### src/rtl/id_ex_stage.sv
// id_ex_stage: ID/EX pipeline register, operand forwarding and hazard stall feeding the ALU.
// Define FORWARDING_EN to build the EX/MEM and MEM/WB bypass muxes; otherwise dependent instructions stall.
module id_ex_stage #(
  parameter int DATA_WIDTH     = 32,
  parameter int OPCODE_LENGTH  = 4,
  parameter int REG_ADDR_WIDTH = 5
) (
  input  logic                      clk,
  input  logic                      reset,
  input  logic                      id_valid,
  input  logic [REG_ADDR_WIDTH-1:0] id_rs1,
  input  logic [REG_ADDR_WIDTH-1:0] id_rs2,
  input  logic [REG_ADDR_WIDTH-1:0] id_rd,
  input  logic                      id_uses_rs1,
  input  logic                      id_uses_rs2,
  input  logic [DATA_WIDTH-1:0]     id_rs1_data,
  input  logic [DATA_WIDTH-1:0]     id_rs2_data,
  input  logic [DATA_WIDTH-1:0]     id_imm,
  input  logic [OPCODE_LENGTH-1:0]  id_alu_op,
  input  logic                      id_alu_src_imm,
  input  logic                      id_mem_read,
  input  logic                      id_mem_write,
  input  logic                      id_reg_write,
  input  logic                      flush,
  input  logic                      hold,
  input  logic [REG_ADDR_WIDTH-1:0] exmem_rd,
  input  logic                      exmem_reg_write,
  input  logic [DATA_WIDTH-1:0]     exmem_result,
  input  logic [REG_ADDR_WIDTH-1:0] memwb_rd,
  input  logic                      memwb_reg_write,
  input  logic [DATA_WIDTH-1:0]     memwb_result,
  output logic                      stall,
  output logic [DATA_WIDTH-1:0]     SrcA,
  output logic [DATA_WIDTH-1:0]     SrcB,
  output logic [OPCODE_LENGTH-1:0]  Operation,
  output logic [DATA_WIDTH-1:0]     ex_store_data,
  output logic                      ex_valid,
  output logic                      ex_mem_read,
  output logic                      ex_mem_write,
  output logic                      ex_reg_write,
  output logic [REG_ADDR_WIDTH-1:0] ex_rd
);
  typedef struct packed {
    logic                      valid;
    logic [REG_ADDR_WIDTH-1:0] rs1;
    logic [REG_ADDR_WIDTH-1:0] rs2;
    logic [REG_ADDR_WIDTH-1:0] rd;
    logic [DATA_WIDTH-1:0]     rs1_data;
    logic [DATA_WIDTH-1:0]     rs2_data;
    logic [DATA_WIDTH-1:0]     imm;
    logic [OPCODE_LENGTH-1:0]  alu_op;
    logic                      alu_src_imm;
    logic                      mem_read;
    logic                      mem_write;
    logic                      reg_write;
  } ex_t;
  ex_t ex_q, ex_d, id_w;
  logic hz1, hz2;
  logic [DATA_WIDTH-1:0] rs1_fwd, rs2_fwd;
  assign id_w = '{valid: id_valid, rs1: id_rs1, rs2: id_rs2, rd: id_rd,
                  rs1_data: id_rs1_data, rs2_data: id_rs2_data, imm: id_imm,
                  alu_op: id_alu_op, alu_src_imm: id_alu_src_imm, mem_read: id_mem_read,
                  mem_write: id_mem_write, reg_write: id_reg_write};
`ifdef FORWARDING_EN
  assign hz1 = id_uses_rs1 && id_rs1 == ex_q.rd;
  assign hz2 = id_uses_rs2 && id_rs2 == ex_q.rd;
  assign stall = !hold && id_valid && ex_q.valid && ex_q.mem_read && ex_q.rd != '0 && (hz1 || hz2);
  assign rs1_fwd = (exmem_reg_write && exmem_rd != '0 && exmem_rd == ex_q.rs1) ? exmem_result :
                   (memwb_reg_write && memwb_rd != '0 && memwb_rd == ex_q.rs1) ? memwb_result :
                   ex_q.rs1_data;
  assign rs2_fwd = (exmem_reg_write && exmem_rd != '0 && exmem_rd == ex_q.rs2) ? exmem_result :
                   (memwb_reg_write && memwb_rd != '0 && memwb_rd == ex_q.rs2) ? memwb_result :
                   ex_q.rs2_data;
`else
  // Without bypassing, wait until the producer has left EX/MEM; the register file covers WB.
  assign hz1 = id_uses_rs1 && id_rs1 != '0 &&
               ((ex_q.valid && ex_q.reg_write && ex_q.rd == id_rs1) || (exmem_reg_write && exmem_rd == id_rs1));
  assign hz2 = id_uses_rs2 && id_rs2 != '0 &&
               ((ex_q.valid && ex_q.reg_write && ex_q.rd == id_rs2) || (exmem_reg_write && exmem_rd == id_rs2));
  assign stall = !hold && id_valid && (hz1 || hz2);
  assign rs1_fwd = ex_q.rs1_data;
  assign rs2_fwd = ex_q.rs2_data;
  logic unused_fwd;
  assign unused_fwd = ^{exmem_result, memwb_rd, memwb_reg_write, memwb_result, ex_q.rs1, ex_q.rs2};
`endif
  assign ex_d = flush ? '0 : hold ? ex_q : stall ? '0 : id_w;
  always_ff @(posedge clk) begin
    if (reset) ex_q <= '0;
    else ex_q <= ex_d;
  end
  assign SrcA          = rs1_fwd;
  assign SrcB          = ex_q.alu_src_imm ? ex_q.imm : rs2_fwd;
  assign ex_store_data = rs2_fwd;
  assign Operation     = ex_q.alu_op;
  assign ex_valid      = ex_q.valid;
  assign ex_mem_read   = ex_q.mem_read;
  assign ex_mem_write  = ex_q.mem_write;
  assign ex_reg_write  = ex_q.reg_write;
  assign ex_rd         = ex_q.rd;
endmodule

### config.mk
export PLATFORM = sky130hd
export DESIGN_NAME = id_ex_stage
export DESIGN_NICKNAME = d
export VERILOG_FILES = /design/src/rtl/id_ex_stage.sv
export SDC_FILE = /design/constraint.sdc
export NUM_CORES = 1
export LEC_CHECK = 0
export ABC_AREA = 1
export ABC_CLOCK_PERIOD_IN_PS = 4900
export CORE_ASPECT_RATIO = 1.1
export CORE_MARGIN = 3
export CORE_UTILIZATION = 40
export DETAILED_ROUTE_END_ITERATION = 7
export PLACE_DENSITY = 0.8
export SETUP_SLACK_MARGIN = 0.4
export SLEW_MARGIN = 10
export SYNTH_ARGS = -nofsm -noshare
export SYNTH_HDL_FRONTEND = slang
export SYNTH_SLANG_ARGS = --single-unit
### constraint.sdc
create_clock -name clk -period 4.9 [get_ports clk]
set_input_delay 1.47 -clock clk [delete_from_list [all_inputs] [get_ports clk]]
set_output_delay 1.47 -clock clk [all_outputs]
set_load 0.1 [all_outputs]
==> results.ini, run 1 <==
[routing]
num_vias = 5738
drt-pass1-iter-count = 4
ant_nets = 0
drt_iter0_markers = 281
routed_wl_um = 17200
routedWlPerCell_um = 13.6
drc = 0
vias_per_cell = 4.52

[floorplanning]
start_util_pct = 41.1
ios = 312
die_h_um = 142
core_area_um2 = 16400
dieArea_um2 = 18500
rows = 49
die_w_um = 130

[sta]
whs_ns = 0.455
fin_crit_ns = 4.39
worstMarginPinSlew_ns = 1.05
maxSlewViolCount = 0
setup_violations = 0
min_period_over_period_pct = 89.6
rsz0062_at_grt = no
setup_ws_ns = 0.508
setup-tns-final_ns = 0
fmax_ghz = 0.228
fin_skew_ns = 0.0138
slew_headroom_pct = 29.9
hold_viol_final = 0

[synth]
yosys.area.top_type = dfxtp_1
ys_warn_count = 0
synth_most_common_cell = nand2_1
synthMuxAreaShare_pct = 5.34
netlist_instances = 928
synth-simple-area-share_pct = 27.2
synthXorXnorAreaFrac_pct = 0
synth_top_area_share_pct = 32.6
synthFlopType = dfxtp_1
synthAdderAreaFrac_pct = 0
synth_top_family_by_area = simple AND/OR/NAND/NOR gates
mappedNetlistArea_um2 = 6750
postSynthAreaPerCell_um2 = 7.28
synth.top_cells.by_count = nand2_1 (180), nor2_1 (126), inv_1 (119)
synth_edf_count = 0
ys_ff_latch = 110
synth_compound_area_share_pct = 13.8
ys_types = 19
synthTopCellsByArea = dfxtp_1 (33%), a21oi_2 (13%), nand2_1 (10%)
synth_fp_nets = 1130
synth-seq-area-share_pct = 32.6
ys_async_sr_fraction_pct = 0

[worst_setup_path]
cp.required_ns = 3.43
crit_path_max_fanout = 3
critPathKind = input port to output pin
slowest_delay_ns = 0.53
worst_setup_path_start_kind = input port
worstSetupEndpointType = output pin
cp.arrival_ns = 2.92
cp_slowest_cell = clkdlybuf4s50_1
path_cells = clkdlybuf4s50_1 -> inv_2 -> nand2_1 -> nand2_1 -> nor2_1 -> nand3_1 -> nand2_1 -> nand2_2 -> nand2_4 -> nand2_8 -> inv_2 -> buf_12
path_common_cell = nand2_1

[pwr]
swShare_pct = 31.5
power_frac_clock_pct = 34.6
p_seq_share_pct = 40.3
power_leakage_nw = 3.82
peakVddDrop_mv = 0.152
p_switching_mw = 0.737
pwr-share-comb_pct = 25.1
p_per_area_nw_per_um2 = 264
internal_power_mw = 1.61

[clock_tree]
cts_max_path_buffers = 2
h-tree-depth = 3
cts-root-buf = clkbuf_16
clk_pin_slew_ns = 0.07
insertion_delay_ns = 0.35
post-cts-setup-buffers = 0
cts_tree = done
cts.sink_count = 110
cts_inserted_buffers = 9

[placement]
post-place-ws_ns = 0.456
hpwlAfterDp_um = 12100
gp_congestion = 0.862
portBuffers = 241
dpl.cell_count = 1254

[hold_path]
hp-class = register to register

[finish]
drive_above_1_share_pct = 28.6
final_util_pct = 53.9
antennaDiodeCount = 0
area_growth_syn_to_layout_pct = 31.2
final_cells = 1269
layout.nets = 1263

[outcome]
status = completed

[global_routing]
antenna_found_initial = 1
met2_usage_pct = 30.0
grt_use_total_pct = 18.2
gr-total-overflow = 0
grt_pass1_vias = 5319
grtUsageMet3_pct = 5.33
gr-usage-met1_pct = 22.3
grt_pass1_wl_um = 26900
busiest_layer = met2
grt_max_degree = 110

[run]
maxCapViolCount = 0

power groups by stage:
stage / logic [mW] / registers [mW] / clock network, mW
2_1_floorplan: 0.424 / 0.963 / 0
3_3_place_gp: 0.588 / 0.964 / 0
3_5_place_dp: 0.592 / 0.965 / 0
4_1_cts: 0.594 / 0.944 / 0.834
5_1_grt: 0.628 / 0.948 / 0.869
6_report: 0.589 / 0.944 / 0.811
cells in the final DEF, fill, tap and decap left out, drive strengths merged:
cell	n
a21oi	110
mux2	32
or2	1
nand3	5
o21ai	2
dfxtp	110
bufinv	2
clkinv	1
nor2	126
nand2	282
clkdlybuf4s50	200
clkbuf	12
nand4	2
clkinvlp	1
inv	132
dlymetal6s2s	7
buf	40
final cells by class:
| class | instances | area (µm²) |
|---|---|---|
| Clock buffer | 12 | 256 |
| Clock inverter | 3 | 67.6 |
| Fill cell | 1605 | 7570 |
| Inverter | 133 | 499 |
| Multi-Input combinational cell | 560 | 3150 |
| Sequential cell | 110 | 2200 |
| Tap cell | 204 | 255 |
| Timing Repair Buffer | 247 | 2430 |
worst max-delay path: cells and delay by family:
kind	cells	cell delay (ns)
buf+inv	4	0.84
simple gates	8	0.61
flip-flops by register name (all words and copies together), names as in the netlist, 4 cells and up:
register,flops
ex_rd,5
ex_store_data,32
SrcA,32
ex_q,33
Operation,4
kinds of logic after synthesis:
| group | Yosys count |
|---|---|
| compound gates | 112 |
| buf+inv | 258 |
| flops | 110 |
| mux | 32 |
| simple gates | 416 |
repair_timing:
item / 4_1_cts / 5_1_grt
resized for setup: 0 / 11
endpoints found under the setup margin: 0 / 1
hold buffers: 0 / 0
final timing paths:
kind              endpoint      start  cells past startpoint  slack [ns]
hold / removal    SrcA[11]   SrcA[11]                      2        0.45
hold reg to reg   SrcA[11]   SrcA[11]                      2        0.45
setup reg to reg  ex_rd[4]   ex_rd[2]                     11        2.95
setup / recovery     stall  id_rs2[1]                     12        0.51
through the flow:
step,cell area [µm²],power (mW)
global route,8860,2.44
detailed placement,8510,1.56
CTS,8830,2.37
global placement,8510,1.55
floorplan,6750,1.39
finish,8860,2.34
layer usage:
metal | share of wire, % | vias to the layer above | routed length [µm]
met2 | 47 | 180 | 8000
met4 | 2.7 | 2 | 469
met5 | 0.076 | - | 13
met1 | 43 | 2561 | 7410
li1 | - | 2966 | -
met3 | 7.6 | 29 | 1300
Power figures use the tool's default switching activity.
==> run 2, diff against run 1 <==
- DONT_BUFFER_PORTS: not set -> 1
- PLACE_DENSITY: 0.8 -> 0.56
==> results.ini, run 2 (synthesis gave the netlist of run 1 again) <==
[outcome]
status = completed

[run]
maxCapViolCount = 0

[global_routing]
gr-total-overflow = 0
grt_pass1_wl_um = 23000
antenna_found_initial = 1
grt_use_total_pct = 15.6
grt_max_degree = 221
grt_pass1_vias = 4423

[finish]
largest-register = ex_q
area_growth_syn_to_layout_pct = 0.259
final_cells = 1067
antennaDiodeCount = 0
layout.nets = 1060
final_common_cell = nand2_1
drive_above_1_share_pct = 35.7
final_cell_mix = nand2_1 (180), nor2_1 (126), inv_1 (119), dfxtp_1 (109), nand2_2 (101)
final_util_pct = 41.2
largest_reg_flops = 33

[worst_setup_path]
path_common_cell = nand2_1
worstSetupEndpointType = output pin
critPathKind = input port to output pin
cp_slowest_cell = buf_12
r2r-start = ex_valid
crit_path_max_fanout = 3
endpoint = stall
worst_setup_path_start_kind = input port
path_cells = inv_1 -> nand2_1 -> nand2_1 -> nor2_1 -> nand3_1 -> nand2_1 -> nand2_2 -> nand2_2 -> nand2_8 -> inv_2 -> buf_12
cp.required_ns = 3.43
crit_start = id_rs2[3]
r2r_cells = 13
slowest_delay_ns = 0.17
reg2reg_to = SrcA[31]
reg2reg_slack_ns = 2.59
cp.arrival_ns = 2.39

[floorplanning]
core_area_um2 = 16400
start_util_pct = 41.1
dieArea_um2 = 18500
die_w_um = 130
ios = 312
rows = 49
die_h_um = 142

[clock_tree]
hold_buffers = 0
insertion_delay_ns = 0.35
clk_pin_slew_ns = 0.08
cts_tree = done
cts_resized = 0
cts_inserted_buffers = 9
cts-root-buf = clkbuf_16
cts_max_path_buffers = 2
cts.sink_count = 110
post-cts-setup-buffers = 0
h-tree-depth = 3

[sta]
fin_skew_ns = 0.0111
whs_ns = 0.477
slew_headroom_pct = 32.5
fmax_ghz = 0.259
maxSlewViolCount = 0
hold_viol_final = 0
rsz0062_at_grt = no
setup-tns-final_ns = 0
min_period_over_period_pct = 78.7
worstMarginPinSlew_ns = 1.01
setup_violations = 0
fin_crit_ns = 3.86

[routing]
drt-pass1-iter-count = 4
drc = 0
ant_nets = 0
drt_iter0_markers = 228
routed_wl_um = 15200
num_vias = 4890
routedWlPerCell_um = 14.3
vias_per_cell = 4.58

[pwr]
peakVddDrop_mv = 0.154
p_seq_share_pct = 47.2
p_switching_mw = 0.704
pwr-share-comb_pct = 16.2
p_per_area_nw_per_um2 = 317
power_frac_clock_pct = 36.6
power_leakage_nw = 2.99
internal_power_mw = 1.44
swShare_pct = 32.8

[placement]
portBuffers = 0
gp_congestion = 0.866
dpl.cell_count = 1051
hpwlAfterDp_um = 10300

[hold_path]
hp-class = register to register

run 2: critical path, delay by kind of cell:
kind | cells | cell delay, ns
and+or+nand+nor | 8 | 0.60
buffers and inverters | 3 | 0.30
run 2: how the worst min path moves through the flow:
| stage | slack [ns] | cells after the start | to | startpoint |
|---|---|---|---|---|
| global placement | 0.45 | 2 | ex_q[39] | ex_q[39] |
| finish | 0.48 | 2 | ex_q[32] | ex_q[32] |
| floorplan | 0.44 | 2 | SrcA[11] | SrcA[11] |
| global route | 0.49 | 2 | ex_q[27] | ex_q[27] |
| CTS | 0.48 | 2 | ex_q[27] | ex_q[27] |
| detailed placement | 0.46 | 2 | ex_q[27] | ex_q[27] |
run 2: per-layer routing:
layer,vias up,share of wire (%),track usage [%]
met5,-,0.11,0
met4,2,1.4,4.76
li1,2566,-,-
met2,159,44,24.4
met3,13,8.7,6.19
met1,2150,46,19.9
run 2: per-stage QoR:
step	instance area, µm²	worst slack [ns]	power (mW)
3_5_place_dp	6450	1.03	1.39
6_report	6770	1.04	2.15
4_1_cts	6770	1.02	2.19
5_1_grt	6770	0.914	2.24
3_3_place_gp	6450	1.03	1.38
2_1_floorplan	6750	0.794	1.39
run 2: cell type report:
type	count	area, µm²
inverter	133	499
sequential	110	2200
tap	204	255
multi-input combinational	560	3140
fill	1756	9660
timing repair buffer	44	355
clock inverter	5	66.3
clock buffer	11	253
run 2: power groups by stage:
stage / registers (mW) / logic, mW / clock network, mW
after floorplan: 0.963 / 0.424 / 0
after global placement: 1.03 / 0.349 / 0
after detailed placement: 1.03 / 0.352 / 0
after CTS: 1.01 / 0.352 / 0.819
after global routing: 1.02 / 0.374 / 0.853
final: 1.01 / 0.347 / 0.786
